$ cat src/rtl/tdm_mux_8_1_if.sv
// tdm_mux_8_1_if: bundle of frame-request, channel inputs and serialized outputs of the 8:1 TDM mux.
// Optional TDM_MUX_8_1_PARITY_EN adds Parity_Out.
`default_nettype none

interface tdm_mux_8_1_if;
    logic       Enable_In;
    logic       Data_0_In;
    logic       Data_1_In;
    logic       Data_2_In;
    logic       Data_3_In;
    logic       Data_4_In;
    logic       Data_5_In;
    logic       Data_6_In;
    logic       Data_7_In;
    logic       Data_Out;
    logic [2:0] Select_Out;
    logic       Valid_Out;
    logic       Frame_Start_Out;
    logic [7:0] Frame_Count_Out;
`ifdef TDM_MUX_8_1_PARITY_EN
    logic       Parity_Out;
`endif

    modport master (
        output Enable_In, Data_0_In, Data_1_In, Data_2_In, Data_3_In,
               Data_4_In, Data_5_In, Data_6_In, Data_7_In,
        input  Data_Out, Select_Out, Valid_Out, Frame_Start_Out, Frame_Count_Out
`ifdef TDM_MUX_8_1_PARITY_EN
        , input Parity_Out
`endif
    );

    modport slave (
        input  Enable_In, Data_0_In, Data_1_In, Data_2_In, Data_3_In,
               Data_4_In, Data_5_In, Data_6_In, Data_7_In,
        output Data_Out, Select_Out, Valid_Out, Frame_Start_Out, Frame_Count_Out
`ifdef TDM_MUX_8_1_PARITY_EN
        , output Parity_Out
`endif
    );
endinterface

`default_nettype wire

$ cat src/rtl/tdm_mux_8_1.sv
// tdm_mux_8_1: snapshots eight channel bits and serializes them one slot per clock, back-to-back frames.
// Optional TDM_MUX_8_1_PARITY_EN adds a registered frame parity output.
`default_nettype none

module tdm_mux_8_1 (
    input  wire logic    Clock_In,
    input  wire logic    Reset_In,
    tdm_mux_8_1_if.slave bus
);
    localparam logic [0:0] S_IDLE = 1'b0;
    localparam logic [0:0] S_RUN  = 1'b1;

    logic [0:0] r_state;
    logic [2:0] r_slot;
    logic [7:0] r_shadow;
    logic       r_data;
    logic [2:0] r_sel;
    logic       r_valid;
    logic       r_frame_start;
    logic [7:0] r_frame_count;

    logic [7:0] w_snap;
    logic       w_last;
    logic       w_start;
    logic [2:0] w_next;

    assign w_snap  = {bus.Data_7_In, bus.Data_6_In, bus.Data_5_In, bus.Data_4_In,
                      bus.Data_3_In, bus.Data_2_In, bus.Data_1_In, bus.Data_0_In};
    assign w_last  = (r_state == S_RUN) && (r_slot == 3'd7);
    // A new frame can start from idle or seamlessly on the edge that ends slot 7
    assign w_start = bus.Enable_In && ((r_state == S_IDLE) || w_last);
    assign w_next  = r_slot + 3'd1;

    always_ff @(posedge Clock_In or posedge Reset_In) begin
        if (Reset_In) begin
            r_state       <= S_IDLE;
            r_slot        <= 3'd0;
            r_shadow      <= 8'd0;
            r_data        <= 1'b0;
            r_sel         <= 3'd0;
            r_valid       <= 1'b0;
            r_frame_start <= 1'b0;
            r_frame_count <= 8'd0;
        end else begin
            if (w_last) begin
                r_frame_count <= r_frame_count + 8'd1;
            end
            if (w_start) begin
                r_state       <= S_RUN;
                r_slot        <= 3'd0;
                r_shadow      <= w_snap;
                r_data        <= bus.Data_0_In;
                r_sel         <= 3'd0;
                r_valid       <= 1'b1;
                r_frame_start <= 1'b1;
            end else if ((r_state == S_RUN) && !w_last) begin
                r_slot        <= w_next;
                r_data        <= r_shadow[w_next];
                r_sel         <= w_next;
                r_valid       <= 1'b1;
                r_frame_start <= 1'b0;
            end else begin
                r_state       <= S_IDLE;
                r_slot        <= 3'd0;
                r_data        <= 1'b0;
                r_sel         <= 3'd0;
                r_valid       <= 1'b0;
                r_frame_start <= 1'b0;
            end
        end
    end

    assign bus.Data_Out        = r_data;
    assign bus.Select_Out      = r_sel;
    assign bus.Valid_Out       = r_valid;
    assign bus.Frame_Start_Out = r_frame_start;
    assign bus.Frame_Count_Out = r_frame_count;

`ifdef TDM_MUX_8_1_PARITY_EN
    logic r_parity;

    always_ff @(posedge Clock_In or posedge Reset_In) begin
        if (Reset_In) begin
            r_parity <= 1'b0;
        end else if (w_start) begin
            r_parity <= ^w_snap;
        end
    end

    assign bus.Parity_Out = r_parity;
`endif

endmodule

`default_nettype wire

$ cat src/flat_wrapper.sv
// flat-port wrapper written by rule: the top's interface ports become plain ports
module tdm_mux_8_1_flat 
  (Clock_In, Reset_In, bus_Enable_In, bus_Data_0_In, bus_Data_1_In, bus_Data_2_In, bus_Data_3_In, bus_Data_4_In, bus_Data_5_In, bus_Data_6_In, bus_Data_7_In, bus_Data_Out, bus_Select_Out, bus_Valid_Out, bus_Frame_Start_Out, bus_Frame_Count_Out);
  tdm_mux_8_1_if bus_i ();
  input  wire logic Clock_In;
  input  wire logic Reset_In;
  input wire logic [$bits(bus_i.Enable_In)-1:0] bus_Enable_In;
  input wire logic [$bits(bus_i.Data_0_In)-1:0] bus_Data_0_In;
  input wire logic [$bits(bus_i.Data_1_In)-1:0] bus_Data_1_In;
  input wire logic [$bits(bus_i.Data_2_In)-1:0] bus_Data_2_In;
  input wire logic [$bits(bus_i.Data_3_In)-1:0] bus_Data_3_In;
  input wire logic [$bits(bus_i.Data_4_In)-1:0] bus_Data_4_In;
  input wire logic [$bits(bus_i.Data_5_In)-1:0] bus_Data_5_In;
  input wire logic [$bits(bus_i.Data_6_In)-1:0] bus_Data_6_In;
  input wire logic [$bits(bus_i.Data_7_In)-1:0] bus_Data_7_In;
  output wire logic [$bits(bus_i.Data_Out)-1:0] bus_Data_Out;
  output wire logic [$bits(bus_i.Select_Out)-1:0] bus_Select_Out;
  output wire logic [$bits(bus_i.Valid_Out)-1:0] bus_Valid_Out;
  output wire logic [$bits(bus_i.Frame_Start_Out)-1:0] bus_Frame_Start_Out;
  output wire logic [$bits(bus_i.Frame_Count_Out)-1:0] bus_Frame_Count_Out;
  assign bus_i.Enable_In = bus_Enable_In;
  assign bus_i.Data_0_In = bus_Data_0_In;
  assign bus_i.Data_1_In = bus_Data_1_In;
  assign bus_i.Data_2_In = bus_Data_2_In;
  assign bus_i.Data_3_In = bus_Data_3_In;
  assign bus_i.Data_4_In = bus_Data_4_In;
  assign bus_i.Data_5_In = bus_Data_5_In;
  assign bus_i.Data_6_In = bus_Data_6_In;
  assign bus_i.Data_7_In = bus_Data_7_In;
  assign bus_Data_Out = bus_i.Data_Out;
  assign bus_Select_Out = bus_i.Select_Out;
  assign bus_Valid_Out = bus_i.Valid_Out;
  assign bus_Frame_Start_Out = bus_i.Frame_Start_Out;
  assign bus_Frame_Count_Out = bus_i.Frame_Count_Out;
  tdm_mux_8_1 u_core (.Clock_In(Clock_In), .Reset_In(Reset_In), .bus(bus_i));
endmodule
$ cat config.mk
export PLATFORM = sky130hd
export DESIGN_NAME = tdm_mux_8_1_flat
export DESIGN_NICKNAME = d
export VERILOG_FILES = /design/src/rtl/tdm_mux_8_1_if.sv /design/src/rtl/tdm_mux_8_1.sv /design/src/flat_wrapper.sv
export SDC_FILE = /design/constraint.sdc
export NUM_CORES = 1
export LEC_CHECK = 0
export CORE_ASPECT_RATIO = 1.1
export CORE_MARGIN = 10
export CORE_UTILIZATION = 45
export DETAILED_ROUTE_END_ITERATION = 10
export PLACE_DENSITY = 0.74
export SLEW_MARGIN = 10
export SYNTH_ARGS = -nofsm -noshare
export SYNTH_HDL_FRONTEND = slang
export SYNTH_SLANG_ARGS = --single-unit
$ cat constraint.sdc
create_clock -name Clock_In -period 2.4 [get_ports Clock_In]
set_clock_uncertainty 0.2 [all_clocks]
set_input_delay 0.36 -clock Clock_In [delete_from_list [all_inputs] [get_ports Clock_In]]
set_output_delay 0.36 -clock Clock_In [all_outputs]
set_load 0.05 [all_outputs]
# --- Word level (Yosys, flattened, before mapping) ---
# Cells that the tools add are included.
# Widths: inputs -> output; s select.
classes:
  bitwise_logic: 1
  magnitude_cmp: 1
  reduce_logical: 5
  n_eq_ne: 2
  add_sub_neg: 2
  mux: 11
ops:
  columns: ["cell", "n"]
  rows:
  - ["$add 8x1->8 const B", 1]
  - ["$mux 1", 8]
  - ["$mux 3", 2]
  - ["$lt 3x4->1 const B", 1]
  - ["$add 3x1->3 const B", 1]
  - ["$bmux 1 s3", 1]
  - ["$eq 3x3->1 const B", 1]
  - ["$logic_and 1x1->1", 3]
  - ["$ne 2x1->1 const B", 1]
  - ["$logic_not 1->1", 1]
  - ["$logic_or 1x1->1", 1]
  - ["$not 1->1", 1]
word_totals:
  regBits: 23
  inputBits: 11

# --- Logic depth before layout (Yosys ltp) ---
logic_depth:
  depth_word: 6
  mapped_depth: 6

# --- Worst setup path before layout ---
# No wires, ideal clock.
synth_path:
  path_type: "flip-flop to flip-flop"
  startpoint: "reg u_core.r_slot[0]"
  endpoint: "reg u_core.r_shadow[1]"
  n_path_buf: 1
  stages_incl_launch_ff: 7
  t_arrival_ns: 1.834
  synth_period_minus_slack_ns: 2.159
  path_slack_ns: 0.241
  setup_time_ns: 0.125
  path_cell_list: "dfrtp_1 -> ha_1 -> ha_1 -> nand2b_1 -> buf_6 -> nand2_4 -> mux2_4"
synth_via:
  elab_chain_cells: 4
synth_lines:
  columns: ["item", "line", "source"]
  rows:
  - ["from (decl)", "tdm_mux_8_1.sv:14", "logic [2:0] r_slot;"]
  - ["from (signal assigned)", "tdm_mux_8_1.sv:57", "r_slot <= w_next;"]
  - ["$eq 3x3->1", "tdm_mux_8_1.sv:29", "assign w_last = (r_state == S_RUN) && (r_slot == 3'd7);"]
  - ["$logic_and 1x1->1", "tdm_mux_8_1.sv:29", null]
  - ["$logic_or 1x1->1", "tdm_mux_8_1.sv:31", "assign w_start = bus.Enable_In && ((r_state == S_IDLE) || w_last);"]
  - ["$logic_and 1x1->1", "tdm_mux_8_1.sv:31", null]
  - ["to (signal assigned)", "tdm_mux_8_1.sv:51", "r_shadow <= w_snap;"]
  - ["to (decl)", "tdm_mux_8_1.sv:15", "logic [7:0] r_shadow;"]
# Every way passes these cells.
# A chain may end at the register's enable or synchronous reset.

==> metrics.log <==
INFO  metric vdd_ir_drop_max = 0.683 mV
INFO  metric synth.avg_cell_area = 13.5 µm²
INFO  metric worst_path_largest_cell_delay = 870 ps
INFO  metric post_synth_main_area_contributors = sky130_fd_sc_hd__dfrtp_1 (56%), sky130_fd_sc_hd__mux2_4 (10%), sky130_fd_sc_hd__xnor2_1 (4.3%)
INFO  metric fin_total_pwr = 1720 µW
INFO  metric post-synth-top-area-cell = sky130_fd_sc_hd__dfrtp_1
INFO  metric synth.cells.most_frequent = sky130_fd_sc_hd__dfrtp_1 (23), sky130_fd_sc_hd__inv_1 (7), sky130_fd_sc_hd__mux2_4 (7)
INFO  metric clock_latency_reported_for_the_late_side_of_the_worst_skew_pair = 300 ps
INFO  metric core_area = 2210 µm²
INFO  metric timing.max_cap.violations = 0
INFO  metric min_period = 2220 ps
INFO  metric critical_path.n_buffers_inverters = 1
INFO  metric crit_arrival = 1660 ps
INFO  metric fin_worst_hold_slack = 180 ps
INFO  metric width_of_the_chip = 65.5 µm
INFO  metric grt_max_degree = 24
INFO  metric timing.final.ws_setup = 179 ps
INFO  metric synth_seq_area_share = 56.2%
INFO  metric detail_route.iter0.violations = 5
INFO  metric ant_nets = 0
INFO  metric floorplan.die_area = 4590 µm²
INFO  metric global_route_wire_length_before_repair = 3.26 mm
INFO  metric place_area = 1300 µm²
INFO  metric reg2regPathDepth = 5
INFO  metric setup_viol_count_final = 0
INFO  metric cts.sinks = 23
INFO  metric worst_pin_slew = 548 ps
INFO  metric hold_path.class = in2async
INFO  metric floorplan_row_count = 18
INFO  metric tritoncts = built
INFO  metric worstSetupPathType = reg2out
INFO  metric detailedPlace.worstSlack = 311 ps
INFO  metric grt_setup_unrepaired = false
INFO  metric setup_tns = 0 ps
INFO  metric timing_max_transition_violations_final = 0
INFO  metric rrSetupSlack = 300 ps
INFO  metric synth.cell_area = 1020 µm²
INFO  metric power.leakage = 0.000612 µW
INFO  metric drive_gt1_share = 15.4%
INFO  metric crit_path_start_kind = flip-flop
INFO  metric cts-htree-levels = 1
INFO  metric powerDensity = 1300 nW/µm²
INFO  metric first_pass_iters = 2
INFO  metric detail_route.vias_per_cell = 4.83
INFO  metric grt_pass1_vias = 736
INFO  metric timing.rr.start = u_core.r_slot[0]
INFO  metric synth_enable_flop_cells = 0
INFO  metric crit_path_max_fanout = 8
INFO  metric initial_core_util = 46.4%
INFO  metric cts.repair.resized = 0
INFO  metric synth_fp_nets = 90
INFO  metric routed-via-count = 647
INFO  metric yosysMostFrequentCell = sky130_fd_sc_hd__dfrtp_1
INFO  metric timing.fmax = 450 MHz
INFO  metric ios = 25
INFO  metric crit_path_cell_trace = clkdlybuf4s50_1
INFO  metric finish.net_count = 119
INFO  metric period_share = 92.6%
INFO  metric postSynth.topFlopCell = sky130_fd_sc_hd__dfrtp_1
INFO  metric unique_masters_post_synth = 22
INFO  metric async_set_reset_flop_share_out_of_synthesis = 100%
INFO  metric antenna_cells = 0
INFO  metric root_buffer = sky130_fd_sc_hd__clkbuf_4
INFO  metric ys_warn_count = 0
INFO  metric netlist.area_leader.share = 56.2%
INFO  metric cp-end-kind = output port
INFO  metric cts_hold_repair.buffers = 0
INFO  metric gp_congestion = 0.731
INFO  metric critical-path-slowest-cell = sky130_fd_sc_hd__clkdlybuf4s50_1
INFO  metric path_delay_family = buffers and inverters
INFO  metric maxSlewHeadroom = 62.5%
INFO  metric status = completed
INFO  metric final_instance_area = 1330 µm²
INFO  metric routed_wirelength = 1.85 mm
INFO  metric post-route-drc-count = 0
INFO  metric hpwl = 1.52 mm
INFO  metric ctsLongestPathBuffers = 2
INFO  metric worst_setup_hold_path_clk_slew = 120 ps
INFO  metric final_hold_viol_count = 0
INFO  metric worstReg2RegEnd = u_core.r_shadow[2]
INFO  metric grt_util_overall = 8.80%
INFO  metric syn_inst = 76
INFO  metric routedWlPerCell = 13.8 µm
INFO  metric postCtsSetupBuffers = 0
INFO  metric overflow = 0
INFO  metric antenna_violations_before_repair = 0
INFO  metric io_buffer_count = 24
INFO  metric layout-area-overhead-vs-synth = 29.3%
INFO  metric die_h = 70.1 µm
INFO  metric yosys_register_bits = 23
INFO  metric critPathRequiredTime = 1840 ps
INFO  metric tritoncts.num_buffers = 3
==> report_power, final <==
group	switching [µW]	internal [µW]	total, µW
sequential	106	536	642
clock	110	64.8	175
combinational	505	399	904
==> layout make-up <==
type                            instances  area, µm²
Inverter                                7       26.3
Timing Repair Buffer                   25        248
Clock buffer                            4       26.3
Multi-Input combinational cell         45        412
Fill cell                             200        882
Sequential cell                        23        576
Tap cell                               30       37.5
==> cells by family (layout without fill, tap and decap cells) <==
kind of cell	Yosys count	count (layout)	share of synthesized area [%]
adders and majority gates	3	3	3.66
buffers and inverters	8	36	3.66
and+or+nand+nor	22	22	12.3
muxes	9	9	13.9
DFF	23	23	56.2
xor gates and xnor gates	7	7	5.98
AOI/OAI and AO/OA	4	4	4.27
==> worst max path at each step <==
stage	start	to	slack, ps	depth (start not counted)
after floorplan	u_core.r_slot[0]	u_core.r_shadow[1]	240	6
after global routing	u_core.r_slot[0]	bus_Select_Out[0]	70	1
after CTS	u_core.r_slot[0]	bus_Select_Out[0]	160	1
final	u_core.r_slot[0]	bus_Select_Out[0]	180	1
after detailed placement	u_core.r_slot[0]	u_core.r_shadow[4]	310	5
after global placement	u_core.r_slot[0]	u_core.r_shadow[3]	370	5
==> cell usage in the layout, fill, tap and decap left out <==
| master | count |
|---|---|
| sky130_fd_sc_hd__mux4_1 | 1 |
| sky130_fd_sc_hd__nor2b_1 | 2 |
| sky130_fd_sc_hd__nor4_2 | 1 |
| sky130_fd_sc_hd__ha_1 | 3 |
| sky130_fd_sc_hd__nand2_4 | 1 |
| sky130_fd_sc_hd__nand3_2 | 1 |
| sky130_fd_sc_hd__buf_4 | 1 |
| sky130_fd_sc_hd__xnor2_1 | 5 |
| sky130_fd_sc_hd__xor2_1 | 2 |
| sky130_fd_sc_hd__mux2_2 | 1 |
| sky130_fd_sc_hd__o41ai_2 | 1 |
| sky130_fd_sc_hd__nor3_1 | 2 |
| sky130_fd_sc_hd__clkbuf_1 | 1 |
| sky130_fd_sc_hd__nand2b_1 | 3 |
| sky130_fd_sc_hd__inv_1 | 7 |
| sky130_fd_sc_hd__nand3_1 | 3 |
| sky130_fd_sc_hd__clkdlybuf4s50_1 | 24 |
| sky130_fd_sc_hd__nor2_1 | 5 |
| sky130_fd_sc_hd__nand2_1 | 3 |
| sky130_fd_sc_hd__mux2_4 | 7 |
| sky130_fd_sc_hd__or3_1 | 1 |
| sky130_fd_sc_hd__clkbuf_4 | 3 |
| sky130_fd_sc_hd__a21bo_1 | 1 |
| sky130_fd_sc_hd__dfrtp_1 | 23 |
| sky130_fd_sc_hd__a2111oi_0 | 2 |
==> flip-flops by register name, summed over array words and instances, names as in the netlist <==
| register | cells |
|---|---|
| u_core.bus.Frame_Start_Out | 1 |
| u_core.r_slot | 3 |
| u_core.bus.Valid_Out | 1 |
| u_core.bus.Frame_Count_Out | 8 |
| u_core.r_shadow | 8 |
| u_core.r_state | 1 |
| u_core.bus.Data_Out | 1 |
==> through the flow <==
step	util, %	cells
global route	60.0	134
finish	60.0	134
floorplan	-	76
global placement	58.8	130
detailed placement	58.8	130
CTS	60.0	134
==> per-layer routing <==
metal  share of wire, %  track usage, %  vias up
li1                   -               -      314
met1                 39            8.83      311
met2                 50            14.8       20
met3                9.9            4.15        2
met4                1.2            4.29        0
met5                  0               0        -
Power figures use the tool's default switching activity.
